## config.mk

```make
export PLATFORM = sky130hd
export DESIGN_NAME = testchip_testclk_ctrl
export DESIGN_NICKNAME = d
export VERILOG_FILES = /design/src/rtl/testchip_testclk_ctrl.sv
export SDC_FILE = /design/constraint.sdc
export NUM_CORES = 1
export LEC_CHECK = 0
export CORE_ASPECT_RATIO = 1.25
export CORE_MARGIN = 3
export CORE_UTILIZATION = 57
export DETAILED_ROUTE_END_ITERATION = 10
export GPL_TIMING_DRIVEN = 0
export HOLD_SLACK_MARGIN = 0.06
export PLACE_DENSITY = 0.81
export SLEW_MARGIN = 10
export SYNTH_ARGS = -nofsm -noshare
export SYNTH_HDL_FRONTEND = slang
export SYNTH_SLANG_ARGS = --single-unit
```

## constraint.sdc

```tcl
create_clock -name cdb_pclk -period 3.3 [get_ports cdb_pclk]
set_input_delay 0.66 -clock cdb_pclk [delete_from_list [all_inputs] [get_ports cdb_pclk]]
set_output_delay 0.66 -clock cdb_pclk [all_outputs]
set_load 0.01 [all_outputs]
```

## src/rtl/testchip_testclk_ctrl.sv

```systemverilog
// rtl/testchip_testclk_ctrl.sv - glitch-safe test-clock select/enable switch sequencer
module testchip_testclk_ctrl #(
  parameter int GATE_WAIT   = 8,
  parameter int SETTLE_WAIT = 8,
  parameter int START_WAIT  = 4,
  parameter int CNT_W       = 8
) (
  input  logic       cdb_pclk,
  input  logic       reset_n,
  input  logic       cfg_valid,
  output logic       cfg_ready,
  input  logic [3:0] cfg_sel,
  input  logic       cfg_en,
  output logic [3:0] test_clk_sel,
  output logic       test_clk_en,
  output logic       busy,
  output logic       done,
  output logic [2:0] state_o
);

  typedef enum logic [2:0] {
    OFF       = 3'd0,
    RUN       = 3'd1,
    STOP_WAIT = 3'd2,
    SEL_WAIT  = 3'd3,
    EN_WAIT   = 3'd4
  } state_t;

  // Counters load N-1 so each wait state lasts exactly N cycles.
  localparam logic [CNT_W-1:0] GATE_LD   = CNT_W'(GATE_WAIT - 1);
  localparam logic [CNT_W-1:0] SETTLE_LD = CNT_W'(SETTLE_WAIT - 1);
  localparam logic [CNT_W-1:0] START_LD  = CNT_W'(START_WAIT - 1);
  localparam logic [CNT_W-1:0] CNT_ONE   = CNT_W'(1);

  state_t           state_q, state_d;
  logic [CNT_W-1:0] cnt_q, cnt_d;
  logic [3:0]       sel_q, sel_d;
  logic [3:0]       req_sel_q, req_sel_d;
  logic             req_en_q, req_en_d;
  logic             en_q, en_d;
  logic             done_q, done_d;
  logic             ready_q, ready_d;
  logic             busy_q, busy_d;
  logic             accept;
  logic             cnt_zero;

  assign accept   = cfg_valid & ready_q;
  assign cnt_zero = (cnt_q == '0);

  always_comb begin
    state_d   = state_q;
    cnt_d     = cnt_q;
    sel_d     = sel_q;
    en_d      = en_q;
    req_sel_d = req_sel_q;
    req_en_d  = req_en_q;
    done_d    = 1'b0;

    case (state_q)
      OFF: begin
        if (accept) begin
          req_sel_d = cfg_sel;
          req_en_d  = cfg_en;
          sel_d     = cfg_sel;
          cnt_d     = SETTLE_LD;
          state_d   = SEL_WAIT;
        end
      end
      RUN: begin
        if (accept) begin
          req_sel_d = cfg_sel;
          req_en_d  = cfg_en;
          if (cfg_en && (cfg_sel == sel_q)) begin
            done_d = 1'b1;
          end else begin
            en_d    = 1'b0;
            cnt_d   = GATE_LD;
            state_d = STOP_WAIT;
          end
        end
      end
      STOP_WAIT: begin
        if (cnt_zero) begin
          sel_d   = req_sel_q;
          cnt_d   = SETTLE_LD;
          state_d = SEL_WAIT;
        end else begin
          cnt_d = cnt_q - CNT_ONE;
        end
      end
      SEL_WAIT: begin
        if (cnt_zero) begin
          if (req_en_q) begin
            en_d    = 1'b1;
            cnt_d   = START_LD;
            state_d = EN_WAIT;
          end else begin
            done_d  = 1'b1;
            state_d = OFF;
          end
        end else begin
          cnt_d = cnt_q - CNT_ONE;
        end
      end
      EN_WAIT: begin
        if (cnt_zero) begin
          done_d  = 1'b1;
          state_d = RUN;
        end else begin
          cnt_d = cnt_q - CNT_ONE;
        end
      end
      default: begin
        en_d    = 1'b0;
        state_d = OFF;
      end
    endcase

    ready_d = (state_d == OFF) || (state_d == RUN);
    busy_d  = ~ready_d;
  end

  always_ff @(posedge cdb_pclk) begin
    if (!reset_n) begin
      state_q   <= OFF;
      cnt_q     <= '0;
      sel_q     <= 4'h0;
      en_q      <= 1'b0;
      req_sel_q <= 4'h0;
      req_en_q  <= 1'b0;
      done_q    <= 1'b0;
      ready_q   <= 1'b1;
      busy_q    <= 1'b0;
    end else begin
      state_q   <= state_d;
      cnt_q     <= cnt_d;
      sel_q     <= sel_d;
      en_q      <= en_d;
      req_sel_q <= req_sel_d;
      req_en_q  <= req_en_d;
      done_q    <= done_d;
      ready_q   <= ready_d;
      busy_q    <= busy_d;
    end
  end

  assign cfg_ready    = ready_q;
  assign test_clk_sel = sel_q;
  assign test_clk_en  = en_q;
  assign busy         = busy_q;
  assign done         = done_q;
  assign state_o      = state_q;

endmodule

```

==> results of run 1 <==
-- worst max-delay path, stage by stage --
cell	delay (ns)
clkdlybuf4s50_1	0.50
nand2_1	0.11
or2_2	0.35
a211oi_4	0.41
nor2_1	0.07
a311oi_1	0.26
-- power groups by stage --
stage | logic [mW] | clock network [mW] | registers [mW]
after global placement | 0.302 | 0 | 0.363
after floorplan | 0.208 | 0 | 0.367
after global routing | 0.347 | 0.175 | 0.366
after CTS | 0.312 | 0.161 | 0.359
after detailed placement | 0.309 | 0 | 0.365
final | 0.312 | 0.156 | 0.360
-- final timing paths --
check,cells past startpoint,start,to
worst min register to register,2,req_sel_q[1],test_clk_sel[1]
worst max register to register,7,cnt_q[0],cnt_q[1]
worst min-delay path,2,req_sel_q[1],test_clk_sel[1]
worst max-delay path,6,cfg_valid,test_clk_sel[3]
-- logic make-up after synthesis --
family,count (synthesis),synth area share
compound gates,49,0.257
xor+xnor,4,0.0259
fa+ha+maj,1,0.00927
buf+inv,11,0.0315
flops,24,0.356
mux,5,0.0371
simple gates,72,0.284
-- metrics by stage --
stage	worst slack, ns	hold slack (ns)	utilization
5_1_grt	1.05	0.521	0.718
4_1_cts	1.19	0.496	0.718
3_5_place_dp	0.855	0.478	0.702
6_report	1.18	0.490	0.718
3_3_place_gp	0.916	0.461	0.702
2_1_floorplan	1.54	0.454	-
-- routing by layer --
| metal | wire length, µm | share of wire | up-vias |
|---|---|---|---|
| met5 | 0 | 0 | - |
| met4 | 46 | 0.014 | 0 |
| met3 | 129 | 0.039 | 5 |
| met2 | 1740 | 0.52 | 40 |
| met1 | 1420 | 0.42 | 632 |
| li1 | - | - | 656 |
-- cells in the final DEF (no fill, tap or decap), drive strengths merged, types with 4 or more instances in the layout --
master	n
a21oi	11
a311oi	4
clkbuf	8
clkdlybuf4s50	18
dfxtp	24
inv	4
mux2i	5
nand2	23
nand3	4
nor2	20
o211ai	5
o21ai	10
xnor2	4
-- registers in the layout, summed over array words and instances (netlist names) --
signal        flops
cnt_q             8
req_sel_q         4
test_clk_sel      4
state_o           3
busy              1
cfg_ready         1
done              1
req_en_q          1
test_clk_en       1
-- synth_stat cells (all sizes together) (3+ instances only) --
cell / number / area (µm²)
dfxtp: 24 / 480
o211ai: 5 / 37.5
clkbuf: 4 / 15.0
nor3b: 3 / 22.5
nand2: 23 / 86.3
nor3: 3 / 20.0
nand3: 4 / 32.5
nor2b: 3 / 18.8
nand4: 3 / 18.8
inv: 4 / 15.0
a311oi: 4 / 35.0
buf: 3 / 12.5
nand2b: 3 / 18.8
xnor2: 4 / 35.0
a21oi: 11 / 55.1
a31oi: 3 / 18.8
nor2: 20 / 77.6
mux2i: 5 / 50.1
o21ai: 10 / 50.0
-- area by class of cell --
| cell class | instances | area (µm²) | share of cell area |
|---|---|---|---|
| clock buffer | 4 | 36.3 | 0.0226 |
| buffer | 7 | 27.5 | 0.0171 |
| inverter | 4 | 15.0 | 0.00935 |
| multi-input combinational | 131 | 827 | 0.515 |
| sequential | 24 | 480 | 0.299 |
| tap | 31 | 38.8 | 0.0242 |
| timing repair buffer | 18 | 180 | 0.112 |
==> summary.md, run 1 <==
| Metric | Value |
|---|---|
| Total power | 0.828 mW |
| ANT nets after route | 0 |
| Max-slew headroom | 0.560 |
| Cell Area, Synth | 0.00135 mm² |
| Sequential power share | 0.434 |
| Starting Density | 0.604 |
| Core Footprint | 0.00223 mm² |
| First-pass GRT wire length | 5840 µm |
| Worst EP arrival | 2.36 ns |
| Crit. End Element | flip-flop |
| Gr usage total | 0.252 |
| Syn_nets | 175 |
| PostCTS Resize Cnt | 0 |
| Post-Place Cells | 215 |
| TritonCTS Sinks | 24 |
| Post-layout instance area | 0.00161 mm² |
| Sw Share | 0.363 |
| Ys async rst share | 0 |
| Fin nets | between 150 and 200 |
| Hpwl dp | between 2000 and 3000 µm |
| Vias in the first global route | 1300 |
| Layout Cells excl Fill | 219 |
| Die W | 49.5 µm |
| CP startpoint kind | primary input |
| Final hold violation count | 0 |
| Final worst-path cycle share | 0.644 |
| H-tree depth | 1 |
| # diodes | 0 |
| DRT Pass-1 Iters | 4 |
| Slew Limit Fails | 0 |
| Clock Path Buffers | 2 |
| Post-CTS setup buffer count | 0 |
| Met1 usage in global routing | 0.294 |
| Fillers | 199 |
| Initial DRC count | 25 |
| Synth unique cells | 45 |
| DR WL/cell | 15.2 µm |
| Met3 global-route usage | 0.0467 |
| Status | finished, final reports clean |
| Rows | 19 |
| Dpl cell area | 0.00157 mm² |
| Worst Path Max Fanout | 8 |
| Final setup fails | 0 |
| RSZ-0062 raised after global routing | no |
| Leak Pwr | 0.583 nW |
| Minimum clock period | 2.12 ns |
| Worst skew pair latency | roughly 0.32 ns |
| Max_cap viols | 0 |
| Switching pwr | around 0.3 mW |
| Worst Tran Pin Value | 0.658 ns |
| Layout cells sized above 1 | 0.0585 |
| Clock transition at path regs | 0.13 ns |
| DIE AREA | approximately 0.0030 mm² |
| Initial antenna violation count | 0 |
| Mean Syn Cell Area | 8.13 µm² |
| Number of vias per cell | 6.09 |
| Final wirelength | between 3000 and 4000 µm |
| Hold bufs inserted after CTS | 0 |
| I/O Buffers | 18 |
| Gpl congestion | about 0.9 |
| Post-synthesis sequential area ratio | 0.356 |
| Worst path required time | 3.54 ns |
| Crit Path Category | primary input to flip-flop |
| Clock root cell | clkbuf_4 |
| Io pins | 19 |
| Clock power frac | 0.188 |
| Post-synth EDFFs | 0 |
| R2R Setup Slk | 1.23 ns |
| #FFs+latches synth | 24 |
| Max Freq | 471 MHz |
| Hold Crit Class | flip-flop to flip-flop |
| DR vias | 1333 |
| Worst Skew | 0.00593 ns |
| Drt drc | 0 |
| PwrDens | 516 mW/mm² |
| Syn. warnings | 0 |
| Main flop type after synthesis | dfxtp_1 |
| Peak supply drop | 0.345 mV |
| Area Overhead vs Synth | 18.9% |
| Setup TNS | 0 ns |
| Grt ovf | 0 |
| Post-Syn Instances | 166 |
| Largest net degree at the start of global routing | 14 |
| Internal | 0.528 mW |
| CTS tree | done |
| Met2 Track Usage GR | 0.452 |
| Die height | 60.4 µm |
| Clock buffer count from CTS | 3 |
| Comb power frac | 0.378 |
| GR peak layer | met2 |
Power figures use the tool's default switching activity.
==> run 2: changes to the inputs <==
--- a/config.mk
+++ b/config.mk
@@ -7,11 +7,11 @@
 export LEC_CHECK = 0
 export CORE_ASPECT_RATIO = 1.25
 export CORE_MARGIN = 3
-export CORE_UTILIZATION = 57
+export CORE_UTILIZATION = 48
 export DETAILED_ROUTE_END_ITERATION = 10
 export GPL_TIMING_DRIVEN = 0
 export HOLD_SLACK_MARGIN = 0.06
-export PLACE_DENSITY = 0.81
+export PLACE_DENSITY = 0.72
 export SLEW_MARGIN = 10
 export SYNTH_ARGS = -nofsm -noshare
 export SYNTH_HDL_FRONTEND = slang
==> constraint.sdc (replaced) <==
create_clock -name cdb_pclk -period 1.9 [get_ports cdb_pclk]
set_input_delay 0.38 -clock cdb_pclk [delete_from_list [all_inputs] [get_ports cdb_pclk]]
set_output_delay 0.38 -clock cdb_pclk [all_outputs]
set_load 0.01 [all_outputs]
==> summary.md, run 2 (synthesized netlist as in run 1, its figures left out) <==
| Metric | Value |
|---|---|
| Crit path to | test_clk_sel[2] (was test_clk_sel[3]) |
| Worst Skew | 0.000553 ns (was 0.00593 ns) |
| ANT nets after route | 0 (unchanged) |
| Reg with most FFs | cnt_q (unchanged) |
| Crit Path Category | flip-flop to flip-flop (was primary input to flip-flop) |
| Area Overhead vs Synth | 30.7% (was 18.9%) |
| Switching pwr | 0.579 mW (was 0.300 mW) |
| Layout cells sized above 1 | 0.213 (was 0.0585) |
| Hpwl dp | 2640 µm (was 2500 µm) |
| Max Freq | around 550 MHz |
| First-pass GRT wire length | 6090 µm (was 5840 µm) |
| Initial DRC count | 39 (was 25) |
| Most frequent cells in the layout | nand2_1, dfxtp_1, clkdlybuf4s50_1 (was dfxtp_1, nand2_1, nor2_1) |
| Initial antenna violation count | 0 (unchanged) |
| Clock transition at path regs | 0.14 ns (was 0.13 ns) |
| # diodes | 0 (unchanged) |
| Status | finished, final reports clean (unchanged) |
| Worst path slowest cell | dfxtp_2 (was clkdlybuf4s50_1) |
| Final worst-path cycle share | 0.953 |
| Max-slew headroom | 0.660 (was 0.560) |
| Worst Tran Pin Value | 0.505 ns (was 0.658 ns) |
| Layout Cells excl Fill | 230 (was 219) |
| Total power | 1.67 mW (was 0.828 mW) |
| PwrDens | 946 mW/mm² (was 516 mW/mm²) |
| WHS Path Cells | 2 (unchanged) |
| DRT Pass-1 Iters | 4 (unchanged) |
| Gr usage total | 0.229 (was 0.252) |
| TritonCTS Sinks | 24 (unchanged) |
| Die W | 53.4 µm (was 49.5 µm) |
| DIE AREA | 0.00349 mm² (was 0.00299 mm²) |
| Drt drc | 0 (unchanged) |
| Sequential power share | 0.376 (was 0.434) |
| CTS tree | done (unchanged) |
| Worst EP arrival | 2.05 ns (was 2.36 ns) |
| Io pins | 19 (unchanged) |
| Crit. End Element | flip-flop (unchanged) |
| Critical Path, Cell by Cell | inv_2, ha_4, nor4b_4, nand3_4, a211oi_4, buf_6, nor2_2, a311oi_1 (was clkdlybuf4s50_1, nand2_1, or2_2, a211oi_4, nor2_1, a311oi_1) |
| I/O Buffers | 18 (unchanged) |
| Die height | 65.3 µm (was 60.4 µm) |
| Clock buffer count from CTS | 3 (unchanged) |
| Commonest non-fill, non-tap cell in the layout | nand2_1 (was dfxtp_1) |
| Vias in the first global route | 1348 (was 1300) |
| Hold bufs inserted after CTS | 0 (unchanged) |
| Post-Place Cells | 217 (was 215) |
| H-tree depth | 1 (unchanged) |
| Max_cap viols | 0 (unchanged) |
| R2R depth | 8 (was 7) |
| Core Footprint | 0.00255 mm² (was 0.00223 mm²) |
| Hold Crit Class | flip-flop to flip-flop (unchanged) |
| Max reg flops | 8 (unchanged) |
| Minimum clock period | 1.81 ns |
| FF-to-FF Start | cnt_q[0] (unchanged) |
| Clock Path Buffers | 2 (unchanged) |
| Setup crit start | cnt_q[0] (was cfg_valid) |
| Peak supply drop | 0.520 mV (was 0.345 mV) |
| Slew Limit Fails | 0 (unchanged) |
| CP startpoint kind | flip-flop (was primary input) |
| Rows | 20 (was 19) |
| RSZ-0062 raised after global routing | yes (was no) |
| Worst Path Max Fanout | 8 (unchanged) |
| CP max stage delay | 0.36 ns (was 0.50 ns) |
| Number of vias per cell | 6.10 (was 6.09) |
| DR WL/cell | 15.9 µm (was 15.2 µm) |
| Clock root cell | clkbuf_4 (unchanged) |
| Sw Share | 0.347 (was 0.363) |
| R2R Setup Slk | 0.09 ns (was 1.23 ns) |
| Final setup fails | 0 (unchanged) |
| Leak Pwr | 0.655 nW (was 0.583 nW) |
| Clock power frac | 0.226 (was 0.188) |
| Comb power frac | 0.397 (was 0.378) |
| Fillers | 231 (was 199) |
| Worst path required time | 2.14 ns (was 3.54 ns) |
| Gpl congestion | 0.898 (was 0.900) |
| Final wirelength | 3660 µm (was 3330 µm) |
| Worst skew pair latency | 0.32 ns (about the same) |
| Final hold violation count | 0 (unchanged) |
| DR vias | 1404 (was 1333) |
| Grt ovf | 0 (unchanged) |
| Reg2reg end | test_clk_sel[2] (was cnt_q[1]) |
| Internal | 1.09 mW (was 0.528 mW) |
| Starting Density | 0.529 (was 0.604) |
| Fin nets | 207 (was 198) |
| Largest net degree at the start of global routing | 15 (was 14) |
==> run 2: power by group through the flow <==
stage	Sequential, mW	Clock (mW)	Combinational (mW)
CTS	0.626	0.378	0.605
floorplan	0.638	0	0.361
finish	0.628	0.378	0.663
global route	0.638	0.403	0.722
global placement	0.631	0	0.529
detailed placement	0.635	0	0.541
==> run 2: routing by layer <==
layer	global-route usage	part of all wire
met1	0.263	0.40
met4	0.0639	0.020
met2	0.417	0.54
met3	0.0408	0.035
met5	0	0
==> run 2: how the worst min path moves through the flow <==
stage / from / to / slack, ns
2_1_floorplan: req_sel_q[2] / test_clk_sel[2] / 0.45
3_3_place_gp: req_sel_q[0] / test_clk_sel[0] / 0.46
3_5_place_dp: req_sel_q[3] / test_clk_sel[3] / 0.48
4_1_cts: req_sel_q[1] / test_clk_sel[1] / 0.50
5_1_grt: cnt_q[0] / cnt_q[0] / 0.53
6_report: req_sel_q[3] / test_clk_sel[3] / 0.49
==> run 2: through the flow <==
step,hold WS (ns),worst slack (ns),instance area (µm²),TNS [ns],util
final,0.491,0.0901,1760,0,0.691
after global routing,0.528,-0.00215,1760,-0.00215,0.691
after CTS,0.499,0.0304,1700,0,0.665
after detailed placement,0.475,-0.278,1570,-2.77,0.616
after global placement,0.463,-0.211,1570,-2.29,0.616
after floorplan,0.454,0.201,1350,0,-
==> run 2: timing repair <==
action | in CTS | in global routing
endpoints found under the hold margin | 0 | 0
resized for setup | 8 | 19
pin swaps | 4 | 7
setup endpoints to repair | 9 | 11
buffers inserted | 6 | 3
==> run 2: critical path: cells and delay by family, from the launching register on <==
kind / cells / cell delay (ns)
simple gates: 3 / 0.51
compound gates: 2 / 0.46
flops: 1 / 0.36
buf+inv: 2 / 0.24
fa+ha+maj: 1 / 0.15
==> run 2: area by class of cell <==
class | instances | area, µm² | area share
plain buffers | 7 | 31.3 | 0.0177
clock buffers | 3 | 22.5 | 0.0128
clock inverters | 1 | 30.0 | 0.0170
inverters | 4 | 15.0 | 0.00851
multi-input cells | 131 | 890 | 0.504
flip-flops and latches | 24 | 483 | 0.274
well taps | 33 | 41.3 | 0.0234
repair buffers | 27 | 251 | 0.143
==> run 3: changes to the inputs <==
--- a/config.mk
+++ b/config.mk
@@ -6,12 +6,13 @@
 export NUM_CORES = 1
 export LEC_CHECK = 0
 export CORE_ASPECT_RATIO = 1.25
-export CORE_MARGIN = 3
-export CORE_UTILIZATION = 48
+export CORE_MARGIN = 2
+export CORE_UTILIZATION = 50
+export CTS_BUF_LIST = sky130_fd_sc_hd__clkbuf_4 sky130_fd_sc_hd__clkbuf_8
 export DETAILED_ROUTE_END_ITERATION = 10
 export GPL_TIMING_DRIVEN = 0
 export HOLD_SLACK_MARGIN = 0.06
-export PLACE_DENSITY = 0.72
+export PLACE_DENSITY = 0.75
 export SLEW_MARGIN = 10
 export SYNTH_ARGS = -nofsm -noshare
 export SYNTH_HDL_FRONTEND = slang
==> summary.md, run 3 (synthesized netlist as in run 1, its figures left out) <==
| Metric | Value |
|---|---|
| Final setup fails | 0 (unchanged) |
| Slew Limit Fails | 0 (unchanged) |
| # diodes | 0 (unchanged) |
| Worst path bufs/invs | 2 (unchanged) |
| Layout cells sized above 1 | 0.175 (was 0.213) |
| Pre-CTS WS | -0.270 ns (was -0.278 ns) |
| Status | finished, final reports clean (unchanged) |
| Number of vias per cell | 6.08 (was 6.10) |
| Initial antenna violation count | 0 (unchanged) |
| CP startpoint kind | flip-flop (unchanged) |
| Final hold violation count | 0 (unchanged) |
| WHS Path Cells | 2 (unchanged) |
| Critical Path, Cell by Cell | inv_4, ha_4, nor4b_4, nand3_4, a211oi_4, buf_6, nor2_1, a311oi_2 (was inv_2, ha_4, nor4b_4, nand3_4, a211oi_4, buf_6, nor2_2, a311oi_1) |
| Peak supply drop | 0.603 mV (was 0.520 mV) |
| Most frequent cells in the layout | nand2_1, dfxtp_1, nor2_1, clkdlybuf4s50_1, a21oi_1 (was nand2_1, dfxtp_1, clkdlybuf4s50_1) |
| Clock Path Buffers | 2 (unchanged) |
| Clock buffer count from CTS | 3 (unchanged) |
| Worst path required time | 2.15 ns (was 2.14 ns) |
| Io pins | 19 (unchanged) |
| Die height | 62.1 µm (was 65.3 µm) |
| R2R depth | 8 (unchanged) |
| Area Overhead vs Synth | 28.6% (was 30.7%) |
| Worst path slowest cell | dfxtp_4 (was dfxtp_2) |
| DR vias | 1387 (was 1404) |
| Grt ovf | 0 (unchanged) |
| DR WL/cell | 15.4 µm (was 15.9 µm) |
| CP max stage delay | 0.38 ns (was 0.36 ns) |
| Initial DRC count | 48 (was 39) |
| Minimum clock period | 1.79 ns (was 1.81 ns) |
| Max Freq | 558 MHz (was 553 MHz) |
| Clock root cell | clkbuf_4 (unchanged) |
| WP depth | 8 (unchanged) |
| Crit. End Element | flip-flop (unchanged) |
| Setup ws final | 0.109 ns (was 0.0901 ns) |
| Crit Path Category | flip-flop to flip-flop (unchanged) |
| Post-Place Cells | 218 (was 217) |
| Hold bufs inserted after CTS | 0 (unchanged) |
| Worst Skew | 0.00911 ns (was 0.000553 ns) |
| Hold Crit Class | flip-flop to flip-flop (unchanged) |
| Starting Density | 0.514 (was 0.529) |
| Gpl congestion | 0.843 (was 0.898) |
| CTS tree | done (unchanged) |
| PwrDens | 952 mW/mm² (was 946 mW/mm²) |
| I/O Buffers | 18 (unchanged) |
| DIE AREA | 0.00313 mm² (was 0.00349 mm²) |
| Layout Cells excl Fill | 228 (was 230) |
| Vias in the first global route | 1306 (was 1348) |
| Max_cap viols | 0 (unchanged) |
| Drt drc | 0 (unchanged) |
| Worst Tran Pin Value | 0.480 ns (was 0.505 ns) |
| Commonest non-fill, non-tap cell in the layout | nand2_1 (unchanged) |
| TritonCTS Sinks | 24 (unchanged) |
| Worst EP arrival | 2.04 ns (was 2.05 ns) |
| Hpwl dp | 2580 µm (was 2640 µm) |
| First-pass GRT wire length | 5460 µm (was 6090 µm) |
| Final wirelength | 3510 µm (was 3660 µm) |
| Clock transition at path regs | 0.13 ns (was 0.14 ns) |
| H-tree depth | 1 (unchanged) |
| Max-slew headroom | 0.680 (was 0.660) |
| Core Footprint | 0.00263 mm² (was 0.00255 mm²) |
| Setup TNS | 0 ns (unchanged) |
| Max reg flops | 8 (unchanged) |
| Leak Pwr | 0.641 nW (was 0.655 nW) |
| Rows | 21 (was 20) |
| Fin nets | 204 (was 207) |
| ANT nets after route | 0 (unchanged) |
| Final worst-path cycle share | 0.942 (was 0.953) |
| DRT Pass-1 Iters | 4 (unchanged) |
| Delay-heaviest family, CP | simple AND/OR/NAND/NOR gates (unchanged) |
| Fillers | 227 (was 231) |
| Hold Slack | 0.492 ns (was 0.491 ns) |
| Worst Path Max Fanout | 5 (was 8) |
| Die W | 50.5 µm (was 53.4 µm) |
| Worst skew pair latency | 0.34 ns (was 0.32 ns) |
| Reg with most FFs | cnt_q (unchanged) |
| Largest net degree at the start of global routing | 15 (unchanged) |
| Gr usage total | 0.234 (was 0.229) |
==> run 3: changes by cell type in the layout (fill, tap and decap cells not counted), sizes merged <==
cell,previous run,this run
buf,11,8
==> run 3: final cells by class <==
| cell class | instances | area [µm²] | area share |
|---|---|---|---|
| Buffer | 7 | 31.3 | 0.0180 |
| Timing Repair Buffer | 24 | 233 | 0.134 |
| Inverter | 4 | 17.5 | 0.0101 |
| Sequential cell | 24 | 485 | 0.280 |
| Clock inverter | 1 | 30.0 | 0.0173 |
| Multi-Input combinational cell | 131 | 875 | 0.504 |
| Tap cell | 34 | 42.5 | 0.0245 |
| Clock buffer | 3 | 22.5 | 0.0130 |
==> run 3: worst register-to-register path: cells and delay by family (launching register included) <==
kind	cells	cell delay, ns
buffers and inverters	2	0.22
and+or+nand+nor	3	0.49
adders and majority gates	1	0.14
AOI/OAI and AO/OA	2	0.48
DFF	1	0.38
==> run 3: power by group <==
part	switching (mW)	total [mW]	internal [mW]
sequential	0.0637	0.632	0.569
combinational	0.342	0.637	0.295
clock	0.170	0.383	0.214
total	0.576	1.65	1.08
==> run 3: what timing repair did <==
| action | 4_1_cts | 5_1_grt |
|---|---|---|
| resized for setup | 4 | 21 |
| buffers inserted | 3 | 3 |
| pin swaps | 3 | 6 |
| endpoints found under the setup margin | 11 | 12 |
==> run 3: routing by layer <==
| metal | share of wire | GRT usage | routed length, µm | vias to the layer above |
|---|---|---|---|---|
| met5 | 0 | 0 | 0 | - |
| met3 | 0.040 | 0.0407 | 142 | 13 |
| li1 | - | - | - | 672 |
| met4 | 0.032 | 0.170 | 114 | 0 |
| met1 | 0.39 | 0.232 | 1360 | 653 |
| met2 | 0.54 | 0.445 | 1890 | 49 |
==> run 3: worst paths after layout <==
kind | start | to | slack, ns
setup reg to reg | cnt_q[0] | test_clk_sel[1] | 0.11
hold reg to reg | cnt_q[1] | cnt_q[1] | 0.49
hold / removal | cnt_q[1] | cnt_q[1] | 0.49
setup / recovery | cnt_q[0] | test_clk_sel[1] | 0.11
==> run 3: stage by stage <==
| stage | util | total power [mW] | instance area (µm²) |
|---|---|---|---|
| 3_5_place_dp | 0.599 | 1.17 | 1570 |
| 6_report | 0.661 | 1.65 | 1740 |
| 5_1_grt | 0.661 | 1.74 | 1740 |
| 3_3_place_gp | 0.599 | 1.16 | 1570 |
| 2_1_floorplan | - | 0.999 | 1350 |
| 4_1_cts | 0.630 | 1.58 | 1650 |
